**config.mk**
```make
export PLATFORM = sky130hd
export DESIGN_NAME = load_reg_arbiter_flat
export DESIGN_NICKNAME = d
export VERILOG_FILES = /design/src/rtl/load_reg_arbiter_if.sv /design/src/rtl/load_reg_arbiter.sv /design/src/flat_wrapper.sv
export SDC_FILE = /design/constraint.sdc
export NUM_CORES = 1
export LEC_CHECK = 0
export ABC_AREA = 1
export BUFFER_PORTS_ARGS = -buffer_cell sky130_fd_sc_hd__buf_4
export CAP_MARGIN = 20
export CORE_AREA = 2 2 64 91
export CTS_BUF_LIST = sky130_fd_sc_hd__clkbuf_16
export DETAILED_ROUTE_END_ITERATION = 8
export DIE_AREA = 0 0 66 93
export GPL_TIMING_DRIVEN = 1
export SLEW_MARGIN = 25
export SYNTH_ARGS = -nofsm -noshare
export SYNTH_HDL_FRONTEND = slang
export SYNTH_SLANG_ARGS = --single-unit
```
**constraint.sdc**
```tcl
create_clock -name clk -period 2.7 [get_ports clk]
set_input_delay 0.54 -clock clk [delete_from_list [all_inputs] [get_ports clk]]
set_output_delay 0.54 -clock clk [all_outputs]
set_load 0.01 [all_outputs]
```
**src/rtl/load_reg_arbiter_if.sv**
```systemverilog
// Bundle between the requesters and the shared load/hold register controller.
// The controller takes the slave modport; the producer side takes master.
interface load_reg_arbiter_if #(
    parameter int N     = 4,
    parameter int WIDTH = 8
);
    localparam int IDX_W = $clog2(N);

    logic [N-1:0]       req;
    logic [N*WIDTH-1:0] data;
    logic [N-1:0]       gnt;
    logic               sel;
    logic [WIDTH-1:0]   q;
    logic [IDX_W-1:0]   owner;
    logic               busy;

    modport master (output req, data, input gnt, sel, q, owner, busy);
    modport slave  (input req, data, output gnt, sel, q, owner, busy);
endinterface

```
**src/rtl/load_reg_arbiter.sv**
```systemverilog
// Round-robin arbiter owning a shared load-enabled register, with a hold window after each load.
// Define LOAD_ARB_FIXED_PRIO_EN for fixed lowest-index-wins priority (pointer pinned at 0).
module load_reg_arbiter #(
    parameter int N           = 4,
    parameter int WIDTH       = 8,
    parameter int HOLD_CYCLES = 2
) (
    input  logic              clk,
    input  logic              rst,
    load_reg_arbiter_if.slave bus
);
    localparam int IDX_W = $clog2(N);
    localparam logic [3:0]       HOLD_INIT = (HOLD_CYCLES > 0) ? 4'(HOLD_CYCLES - 1) : 4'd0;
    localparam logic [IDX_W-1:0] LAST_IDX  = IDX_W'(N - 1);

    typedef enum logic [1:0] {S_IDLE, S_GRANT, S_HOLD} state_t;

    state_t           r_state, w_state_next;
    logic [IDX_W-1:0] r_ptr, r_winner, r_owner, w_winner;
    logic [N-1:0]     r_gnt;
    logic [3:0]       r_cnt;
    logic [WIDTH-1:0] r_q;
    logic             w_found, w_sel, w_busy;

    function automatic logic [IDX_W-1:0] wrap_add(input logic [IDX_W-1:0] base, input int k);
        int s;
        s = int'(base) + k;
        if (s >= N) s = s - N;
        return IDX_W'(s);
    endfunction

    // First set request at or after the pointer, wrapping modulo N.
    always_comb begin
        w_winner = '0;
        w_found  = 1'b0;
        for (int k = 0; k < N; k++) begin
            if (!w_found && bus.req[wrap_add(r_ptr, k)]) begin
                w_winner = wrap_add(r_ptr, k);
                w_found  = 1'b1;
            end
        end
    end

    always_ff @(posedge clk or posedge rst) begin
        if (rst) r_state <= S_IDLE;
        else     r_state <= w_state_next;
    end

    always_comb begin
        w_state_next = r_state;
        w_sel        = 1'b1;
        w_busy       = 1'b0;
        case (r_state)
            S_IDLE: begin
                if (w_found) w_state_next = S_GRANT;
            end
            S_GRANT: begin
                w_sel        = 1'b0;
                w_busy       = 1'b1;
                w_state_next = (HOLD_CYCLES > 0) ? S_HOLD : S_IDLE;
            end
            S_HOLD: begin
                w_busy = 1'b1;
                if (r_cnt == 4'd0) w_state_next = S_IDLE;
            end
            default: w_state_next = S_IDLE;
        endcase
    end

    // The winner is latched on entry to GRANT so a dropped request still completes its load.
    always_ff @(posedge clk or posedge rst) begin
        if (rst) begin
            r_gnt    <= '0;
            r_winner <= '0;
            r_ptr    <= '0;
            r_cnt    <= 4'd0;
            r_q      <= '0;
            r_owner  <= '0;
        end else begin
            r_gnt <= '0;
            case (r_state)
                S_IDLE: begin
                    if (w_found) begin
                        r_gnt[w_winner] <= 1'b1;
                        r_winner        <= w_winner;
                    end
                end
                S_GRANT: begin
                    r_q     <= bus.data[r_winner*WIDTH +: WIDTH];
                    r_owner <= r_winner;
                    r_cnt   <= HOLD_INIT;
`ifdef LOAD_ARB_FIXED_PRIO_EN
                    r_ptr   <= '0;
`else
                    r_ptr   <= (r_winner == LAST_IDX) ? '0 : r_winner + 1'b1;
`endif
                end
                S_HOLD: begin
                    if (r_cnt != 4'd0) r_cnt <= r_cnt - 4'd1;
                end
                default: ;
            endcase
        end
    end

    assign bus.gnt   = r_gnt;
    assign bus.sel   = w_sel;
    assign bus.busy  = w_busy;
    assign bus.q     = r_q;
    assign bus.owner = r_owner;
endmodule

```
**src/flat_wrapper.sv**
```systemverilog
// flat-port wrapper written by rule: the top's interface ports become plain ports
module load_reg_arbiter_flat 
#(
    parameter int N           = 4,
    parameter int WIDTH       = 8,
    parameter int HOLD_CYCLES = 2
)
  (clk, rst, bus_req, bus_data, bus_gnt, bus_sel, bus_q, bus_owner, bus_busy);
  load_reg_arbiter_if #(.N(N), .WIDTH(WIDTH)) bus_i ();
  input  logic clk;
  input  logic rst;
  input wire logic [$bits(bus_i.req)-1:0] bus_req;
  input wire logic [$bits(bus_i.data)-1:0] bus_data;
  output wire logic [$bits(bus_i.gnt)-1:0] bus_gnt;
  output wire logic [$bits(bus_i.sel)-1:0] bus_sel;
  output wire logic [$bits(bus_i.q)-1:0] bus_q;
  output wire logic [$bits(bus_i.owner)-1:0] bus_owner;
  output wire logic [$bits(bus_i.busy)-1:0] bus_busy;
  assign bus_i.req = bus_req;
  assign bus_i.data = bus_data;
  assign bus_gnt = bus_i.gnt;
  assign bus_sel = bus_i.sel;
  assign bus_q = bus_i.q;
  assign bus_owner = bus_i.owner;
  assign bus_busy = bus_i.busy;
  load_reg_arbiter #(.N(N), .WIDTH(WIDTH), .HOLD_CYCLES(HOLD_CYCLES)) u_core (.clk(clk), .rst(rst), .bus(bus_i));
endmodule
```
* After elaboration in Yosys (flattened, before gate mapping) *
Index checks and enable logic that the tools add are counted.

word-level totals
  bits in registers = 24
  bits of input ports = 38
  output and inout port bits = 16

operators by class
  add/subtract/negate cells = 9
  order comparisons = 10
  equality and inequality tests = 6
  shifts and indexed selects = 1
  muxes and demuxes = 32
  reduce and logical (&&, ||, !) cells = 15

operators by type and width
  operator               count
  $shiftx A32 B6 Y8      1
  $mux W2                11
  $lt A2 B3 Y1 const B   5
  $mux W4                3
  $mux W1                11
  $ge A3 B3 Y1 const B   3
  $bmux W1 S2            4
  $pmux W4 S2            1
  $sub A2 B1 Y2 const B  4
  $add A2 B2 Y3 const B  2
  $ne A2 B1 Y1 const B   3
  $pmux W2 S3            1
  $reduce_and A2 Y1      3
  $eq A2 B2 Y1 const B   2
  $logic_and A1 B1 Y1    4
  $logic_not A4 Y1       1
  $reduce_bool A4 Y1     1
  $sub A4 B1 Y4 const B  1
  $add A2 B1 Y3 const B  1
  $ge A2 B3 Y1 const B   1
  $logic_not A1 Y1       3
  $add A2 B1 Y2 const B  1
  $demux W1 S2           1
  $eq A2 B1 Y1 const B   1
  other kinds (4)        4

* Logic depth before layout (Yosys ltp) *
Gate-level depths: netlist of the first run.

  depth in word-level cells = 20
  gate-level depth with buffers = 12
  depth with buffers taken out = 11

* Least setup slack after synthesis of the first run *
No wires, ideal clock.

  path kind = flip-flop to flip-flop
  from = register u_core.r_ptr[0]
  to = register u_core.r_winner[0]
  setup time = 0.118 ns
  arrival = 1.245 ns
  path slack = 1.337 ns
  stages on the path, launching flop included = 13
  path buffers = 2
  clock period less this slack = 1.363 ns
  cell sequence = dfrtp_1 -> buf_6 -> inv_8 -> buf_12 -> nand2_4 -> nand2_4 -> nand2_1 -> nand2_4 -> nor2_4 -> nor2_4 -> inv_2 -> nand2_1 -> nand2_1

on the way
  longest elaborated chain between the ends = 15

RTL lines
  what                                                    RTL line                RTL
  start, declared                                         load_reg_arbiter.sv:19  logic [IDX_W-1:0] r_ptr, r_winner, r_owner, w_winner;
  start signal, assigned                                  load_reg_arbiter.sv:95  r_ptr <= (r_winner == LAST_IDX) ? '0 : r_winner + 1'b1;
  branches (longest 15 deep; another with $add A2 B1 Y3)  --
  end signal, assigned                                    load_reg_arbiter.sv:85  r_winner <= w_winner;
  end, declared                                           load_reg_arbiter.sv:19

Parallel ways; which one is timed is not known. The select of a mux whose other input is x is not followed.
A chain may end at the register's enable or synchronous reset.

* Worst setup path after layout of the first run *
  from = register u_core.r_state[1]
  to = output bus_sel

on the way
  longest elaborated chain between the ends = 2

RTL lines
  what                    RTL line                RTL
  start, declared         load_reg_arbiter.sv:18  state_t r_state, w_state_next;
  start signal, assigned  load_reg_arbiter.sv:46  else r_state <= w_state_next;
  $eq A2 B1 Y1            load_reg_arbiter.sv:53  case (r_state)
  $mux W1                 load_reg_arbiter.sv:53
  end, declared           flat_wrapper.sv:15      output wire logic [$bits(bus_i.sel)-1:0] bus_sel;

Every way passes these cells.

==> flow_metrics.tcl, run 1 <==
set metrics [dict create \
    final_cell_mix "buf_4 (55), nand2_1 (51), nor2_1 (48)" \
    grt_use_met3_pct 1.32 \
    drt_wl_total_um 4020 \
    synth_seq_area_share_pct 37.5 \
    use_met1_pct 15.6 \
    numPortBuffers 53 \
    p_int_mw 1.40 \
    core_um2 5370 \
    period_share_pct 64.6 \
    synth_nets 267 \
    worstPathArrival_ps 1200 \
    clock_path_buffers 2 \
    cts_resized 0 \
    critPathLaunchType "flip-flop" \
    hold_buffers 0 \
    synth.cell_area_um2 1600 \
    pwr_density_cell_nw_per_um2 1200 \
    required_ps 2160 \
    vias 1588 \
    cts_tree "built" \
    hold_class "in -> async" \
    vias_per_cell 4.63 \
    r2r-start "u_core.r_ptr[0]" \
    h-tree-depth 1 \
    synth_area_leaders "dfrtp_1 (37%), nand2_1 (12%), nor2_1 (11%)" \
    clkTransAtPathRegs_ps 70 \
    drc 0 \
    final.min_clock_period_ps 1740 \
    diodes 0 \
    clk_latency_ps 260 \
    drv_cap 0 \
    cp-startpoint "u_core.r_state[1]" \
    tns_ps 0 \
    synth_cell_types 25 \
    ys.warnings.count 0 \
    ios 54 \
    ant_nets 0 \
    outcome "finished clean" \
    slew_viol_final 0 \
    finalHoldViolCount 0 \
    path_max_fanout 6 \
    drive_above_1_share_pct 28.4 \
    seqPwrFrac_pct 25.6 \
    p_total_mw 2.57 \
    grt_pass1_wl_um 6680 \
    switching_share_pct 45.6 \
    first_pass_iters 4 \
    slew_headroom_pct 41.4 \
    synth_area_per_cell_um2 7.16 \
    final_common_cell "buf_4" \
    cts_setup_buffers 0 \
    final_util_pct 40.0 \
    leakage_nw 1.11 \
    rows 32 \
    clkPwrFrac_pct 16.7 \
    die_x_um 66 \
    syn_to_final_growth_pct 34.0 \
    design.die.area_um2 6140 \
    clockRootBuffer "clkbuf_16" \
    chipHeight_um 93 \
    antenna_found_initial 0 \
    power.switching_mw 1.17 \
    start_util_pct 29.9 \
    crit_path_end_kind "primary output" \
    fillers 584 \
    max-vdd-ir-drop_uv 379 \
    place_congestion 0.918 \
    grt_util_met2_pct 25.3 \
    tightest_slew_ps 873 \
    grt_start_max_net_pins 25 \
    cts.sinks 24 \
    wl_per_cell_um 11.7 \
    ys_ff_latch 24 \
    dpl.hpwl_um 3090 \
    clock_skew_ps 2.54 \
    dpl_cell_area_um2 2040 \
    grt_usage_pct 14.0 \
    yosysTopAreaCellShare_pct 37.5 \
    first_iter_violations 88 \
    fin_area_um2 2150 \
    numCtsBuffers 3 \
    setup.worst_path.class "reg -> out" \
    combPwrFrac_pct 57.6 \
    grt_pass1_vias 1545 \
    yosysTopAreaCell "dfrtp_1" \
    finalSetupViolCount 0 \
    fmax_ghz 0.573 \
    grt.busiest_layer "met2" \
    rsz0062_at_grt "no" \
    grt_overflow 0 \
    final_nets 319 \
    synth_cells 224 \
]
==> logic make-up after synthesis <==
group,after synthesis,synth area share (%)
xor+xnor,1,0.547
buf+inv,33,9.91
compound gates,34,11.6
simple gates,127,36.6
fa+ha+maj,5,3.90
flops,24,37.5
==> critical path, stage by stage, from the launching register on <==
cell and delay [ps]:
dfrtp_1 380, inv_1 70, ha_1 190, inv_1 150
buf_4 150
==> cell usage after synthesis <==
cell type  count
xor2_1         1
nand4_1        3
nand3_1        7
inv_8          1
ha_1           5
nand3_2        2
o22ai_1        3
nand3_4        1
nand2_2        7
a31oi_1        9
buf_6          1
inv_2          1
nand2_1       51
buf_12         1
o21ai_0       22
nor2_1        48
nand2_4        4
dfrtp_1       24
clkinv_1       1
nor2_2         1
and2_1         1
inv_1         22
nor2_4         2
buf_2          3
clkbuf_1       3
==> power groups by stage <==
stage	clock network [mW]	logic, mW	registers [mW]
floorplan	0	1.10	0.649
global placement	0	1.48	0.663
detailed placement	0	1.50	0.670
CTS	0.444	1.50	0.664
global route	0.459	1.67	0.686
finish	0.430	1.48	0.660
==> flip-flops by register name, indices dropped and copies added, names as in the netlist <==
name              cells
u_core.bus.gnt        4
u_core.bus.owner      2
u_core.bus.q          8
u_core.r_cnt          4
u_core.r_ptr          2
u_core.r_state        2
u_core.r_winner       2
==> cell type report <==
type / count / area, um^2 / share of cell area [%]
Multi-Input combinational cell: 167 / 843 / 39.3
Sequential cell: 24 / 601 / 28.0
Timing Repair Buffer: 55 / 413 / 19.2
Inverter: 25 / 101 / 4.72
Tap cell: 68 / 85.1 / 3.96
Clock buffer: 3 / 75.1 / 3.49
Clock inverter: 1 / 30.0 / 1.40
==> metrics by stage <==
step	worst slack, ps	cells	hold WS [ps]
after floorplan	1340	224	466
after global placement	1130	339	474
after detailed placement	1090	339	479
after CTS	932	343	496
after global routing	852	343	413
final	956	343	350
==> metal layers <==
layer / routed length [um] / part of all wire, % / up-vias
li1: - / - / 815
met1: 1610 / 40 / 704
met2: 2080 / 52 / 61
met3: 223 / 5.6 / 8
met4: 100 / 2.5 / 0
met5: 0 / 0 / -
==> worst paths after layout <==
check | cells after the start | endpoint | slack [ps]
worst min-delay path | 2 | u_core.bus.q[1] | 350
min in group clk | 2 | u_core.bus.owner[1] | 490
worst max-delay path | 4 | bus_sel | 960
max in group asynchronous | 2 | u_core.r_ptr[0] | 1930
worst min register to register | 2 | u_core.bus.owner[1] | 490
worst max register to register | 10 | u_core.r_winner[1] | 1070
Power figures use the tool's default switching activity.
==> inputs of run 2 (changes only) <==
--- a/config.mk
+++ b/config.mk
@@ -5,13 +5,13 @@
 export SDC_FILE = /design/constraint.sdc
 export NUM_CORES = 1
 export LEC_CHECK = 0
-export ABC_AREA = 1
+export ABC_AREA = 0
 export BUFFER_PORTS_ARGS = -buffer_cell sky130_fd_sc_hd__buf_4
 export CAP_MARGIN = 20
-export CORE_AREA = 2 2 64 91
+export CORE_AREA = 2 2 59 83
 export CTS_BUF_LIST = sky130_fd_sc_hd__clkbuf_16
 export DETAILED_ROUTE_END_ITERATION = 8
-export DIE_AREA = 0 0 66 93
+export DIE_AREA = 0 0 61 85
 export GPL_TIMING_DRIVEN = 1
 export SLEW_MARGIN = 25
 export SYNTH_ARGS = -nofsm -noshare
==> constraint.sdc (replaced) <==
create_clock -name clk -period 1.5 [get_ports clk]
set_input_delay 0.3 -clock clk [delete_from_list [all_inputs] [get_ports clk]]
set_output_delay 0.3 -clock clk [all_outputs]
set_load 0.01 [all_outputs]
==> flow_metrics.tcl, run 2 <==
set metrics [dict create \
    wl_per_cell_um 13.8 \
    tightest_slew_ps 465 \
    tns_ps 0 \
    combPwrFrac_pct 54.0 \
    synth_nets 143 \
    grt_pass1_wl_um 5050 \
    grt_pass1_vias 1118 \
    yosysTopAreaCell "dfrtp_1" \
    synth_area_leaders "dfrtp_1 (45%), mux4_2 (12%), mux2_4 (7.9%)" \
    outcome "finished clean" \
    fin_cells 226 \
    synth_area_per_cell_um2 13.3 \
    path_max_fanout 3 \
    hold_buffers 0 \
    ys_top_cells_by_count "dfrtp_1 (24), inv_1 (9), mux2_4 (7), mux4_2 (7), mux2_2 (6)" \
    drv_cap 0 \
    finalHoldViolCount 0 \
    final_common_cell "buf_4" \
    die_x_um 61 \
    power.switching_mw 1.27 \
    cts_tree "built" \
    slew_headroom_pct 69.0 \
    rows 29 \
    pwr_density_cell_nw_per_um2 1960 \
    cp_num_cells 4 \
    required_ps 1200 \
    largest_register_ffs 8 \
    period_share_pct 98.2 \
    clock_skew_ps 3.09 \
    design.die.area_um2 5190 \
    holdWs_ps 89.8 \
    h-tree-depth 1 \
    chipHeight_um 85 \
    core_um2 4460 \
    dpl_cell_area_um2 1860 \
    fin_area_um2 1950 \
    clkPwrFrac_pct 15.0 \
    drt_wl_total_um 3120 \
    antenna_found_initial 0 \
    first_iter_violations 11 \
    ys.warnings.count 0 \
    ys_ff_latch 24 \
    rsz0062_at_grt "yes" \
    place_ws_ps 35.7 \
    diodes 0 \
    grt_overflow 0 \
    dpl.hpwl_um 2550 \
    drive_above_1_share_pct 57.9 \
    vias 1031 \
    slew_viol_final 0 \
    reg2regPathDepth 3 \
    cp_top_family "flip-flops" \
    fin_ws_ps 26.8 \
    drc 0 \
    yosys.cell_count.top_type "dfrtp_1" \
    crit_chain "inv_1, ha_2, inv_1, buf_4" \
    setup.worst_path.class "reg -> out" \
    synth_ff_type "dfrtp_1" \
    r2r_setup_slack_ps 50 \
    synth.cell_area_um2 1330 \
    vias_per_cell 4.56 \
    yosysTopAreaCellShare_pct 45.0 \
    synthArstFlopShare_pct 100 \
    synth_cells 100 \
    clkTransAtPathRegs_ps 60 \
    start_util_pct 29.9 \
    synth_cell_types 27 \
    ant_nets 0 \
    synth_seq_area_share_pct 45.0 \
    switching_share_pct 33.3 \
    p_int_mw 2.56 \
    path_buf_inv 3 \
    max_stage_delay_ps 380 \
    crit_top_cell "inv_1" \
    max-vdd-ir-drop_uv 824 \
    p_total_mw 3.83 \
    numCtsBuffers 3 \
    final_util_pct 43.7 \
    syn_to_final_growth_pct 46.2 \
    critPathLaunchType "flip-flop" \
    final.min_clock_period_ps 1470 \
    finalSetupViolCount 0 \
    grt_start_max_net_pins 25 \
    ios 54 \
    hold_class "in -> async" \
    clock_path_buffers 2 \
    place_congestion 0.733 \
    seqPwrFrac_pct 31.0 \
    cp_slowest_cell "dfrtp_1" \
    worstPathArrival_ps 1170 \
    grt_usage_pct 12.9 \
    final_nets 208 \
    crit_path_end_kind "primary output" \
    clk_latency_ps 260 \
    numPortBuffers 53 \
    first_pass_iters 4 \
    fmax_ghz 0.679 \
    final_cell_mix "buf_4 (62), dfrtp_1 (24), inv_1 (9)" \
    dp_cells 221 \
    leakage_nw 0.935 \
    cts.sinks 24 \
    clockRootBuffer "clkbuf_16" \
    synth_edf_count 0 \
]
-- run 2: kinds of logic after synthesis --
group / after synthesis / share of synthesized area [%]
simple gates: 20 / 9.38
mux: 25 / 29.7
flops: 24 / 45.0
fa+ha+maj: 5 / 4.69
compound gates: 14 / 7.03
buf+inv: 12 / 4.13
-- run 2: tightest hold or removal path: stages --
cell and delay [ps]:
buf_4 100, inv_1 40, buf_4 300
-- run 2: worst paths after layout --
kind | from | end
max reg2reg | u_core.r_winner[0] | u_core.bus.q[4]
min reg2reg | u_core.r_cnt[0] | u_core.r_cnt[0]
min in group clk | bus_data[6] | u_core.bus.q[6]
max in group asynchronous | rst | u_core.r_cnt[0]
max | u_core.r_state[1] | bus_sel
min | rst | u_core.bus.q[7]
-- run 2: power by group through the flow --
stage	Sequential (mW)	Combinational, mW	Clock, mW
after global routing	1.23	2.26	0.620
after global placement	1.18	2.00	0
after detailed placement	1.20	2.06	0
after floorplan	1.20	1.28	0
final	1.19	2.07	0.575
after CTS	1.19	2.07	0.594
-- run 2: timing repair --
item / CTS / global route
setup endpoints to repair: 1 / 10
resized for setup: 1 / 4
buffers inserted: 0 / 1
hold endpoints to repair: 0 / 0
-- run 2: layout make-up --
type,count,area [um^2]
clock inverters,1,3.75
flip-flops and latches,24,601
fillers,423,2510
well taps,62,77.6
repair buffers,63,477
clock buffers,3,75.1
inverters,9,33.8
multi-input cells,64,682
-- run 2: per-layer routing --
| layer | share of wire (%) | track usage (%) | routed length [um] | up-vias |
|---|---|---|---|---|
| li1 | - | - | - | 494 |
| met1 | 38 | 14.6 | 1200 | 501 |
| met2 | 54 | 23.2 | 1680 | 32 |
| met3 | 6.7 | 3.96 | 209 | 4 |
| met4 | 0.96 | 2.96 | 30 | 0 |
| met5 | 0 | 0 | 0 | - |
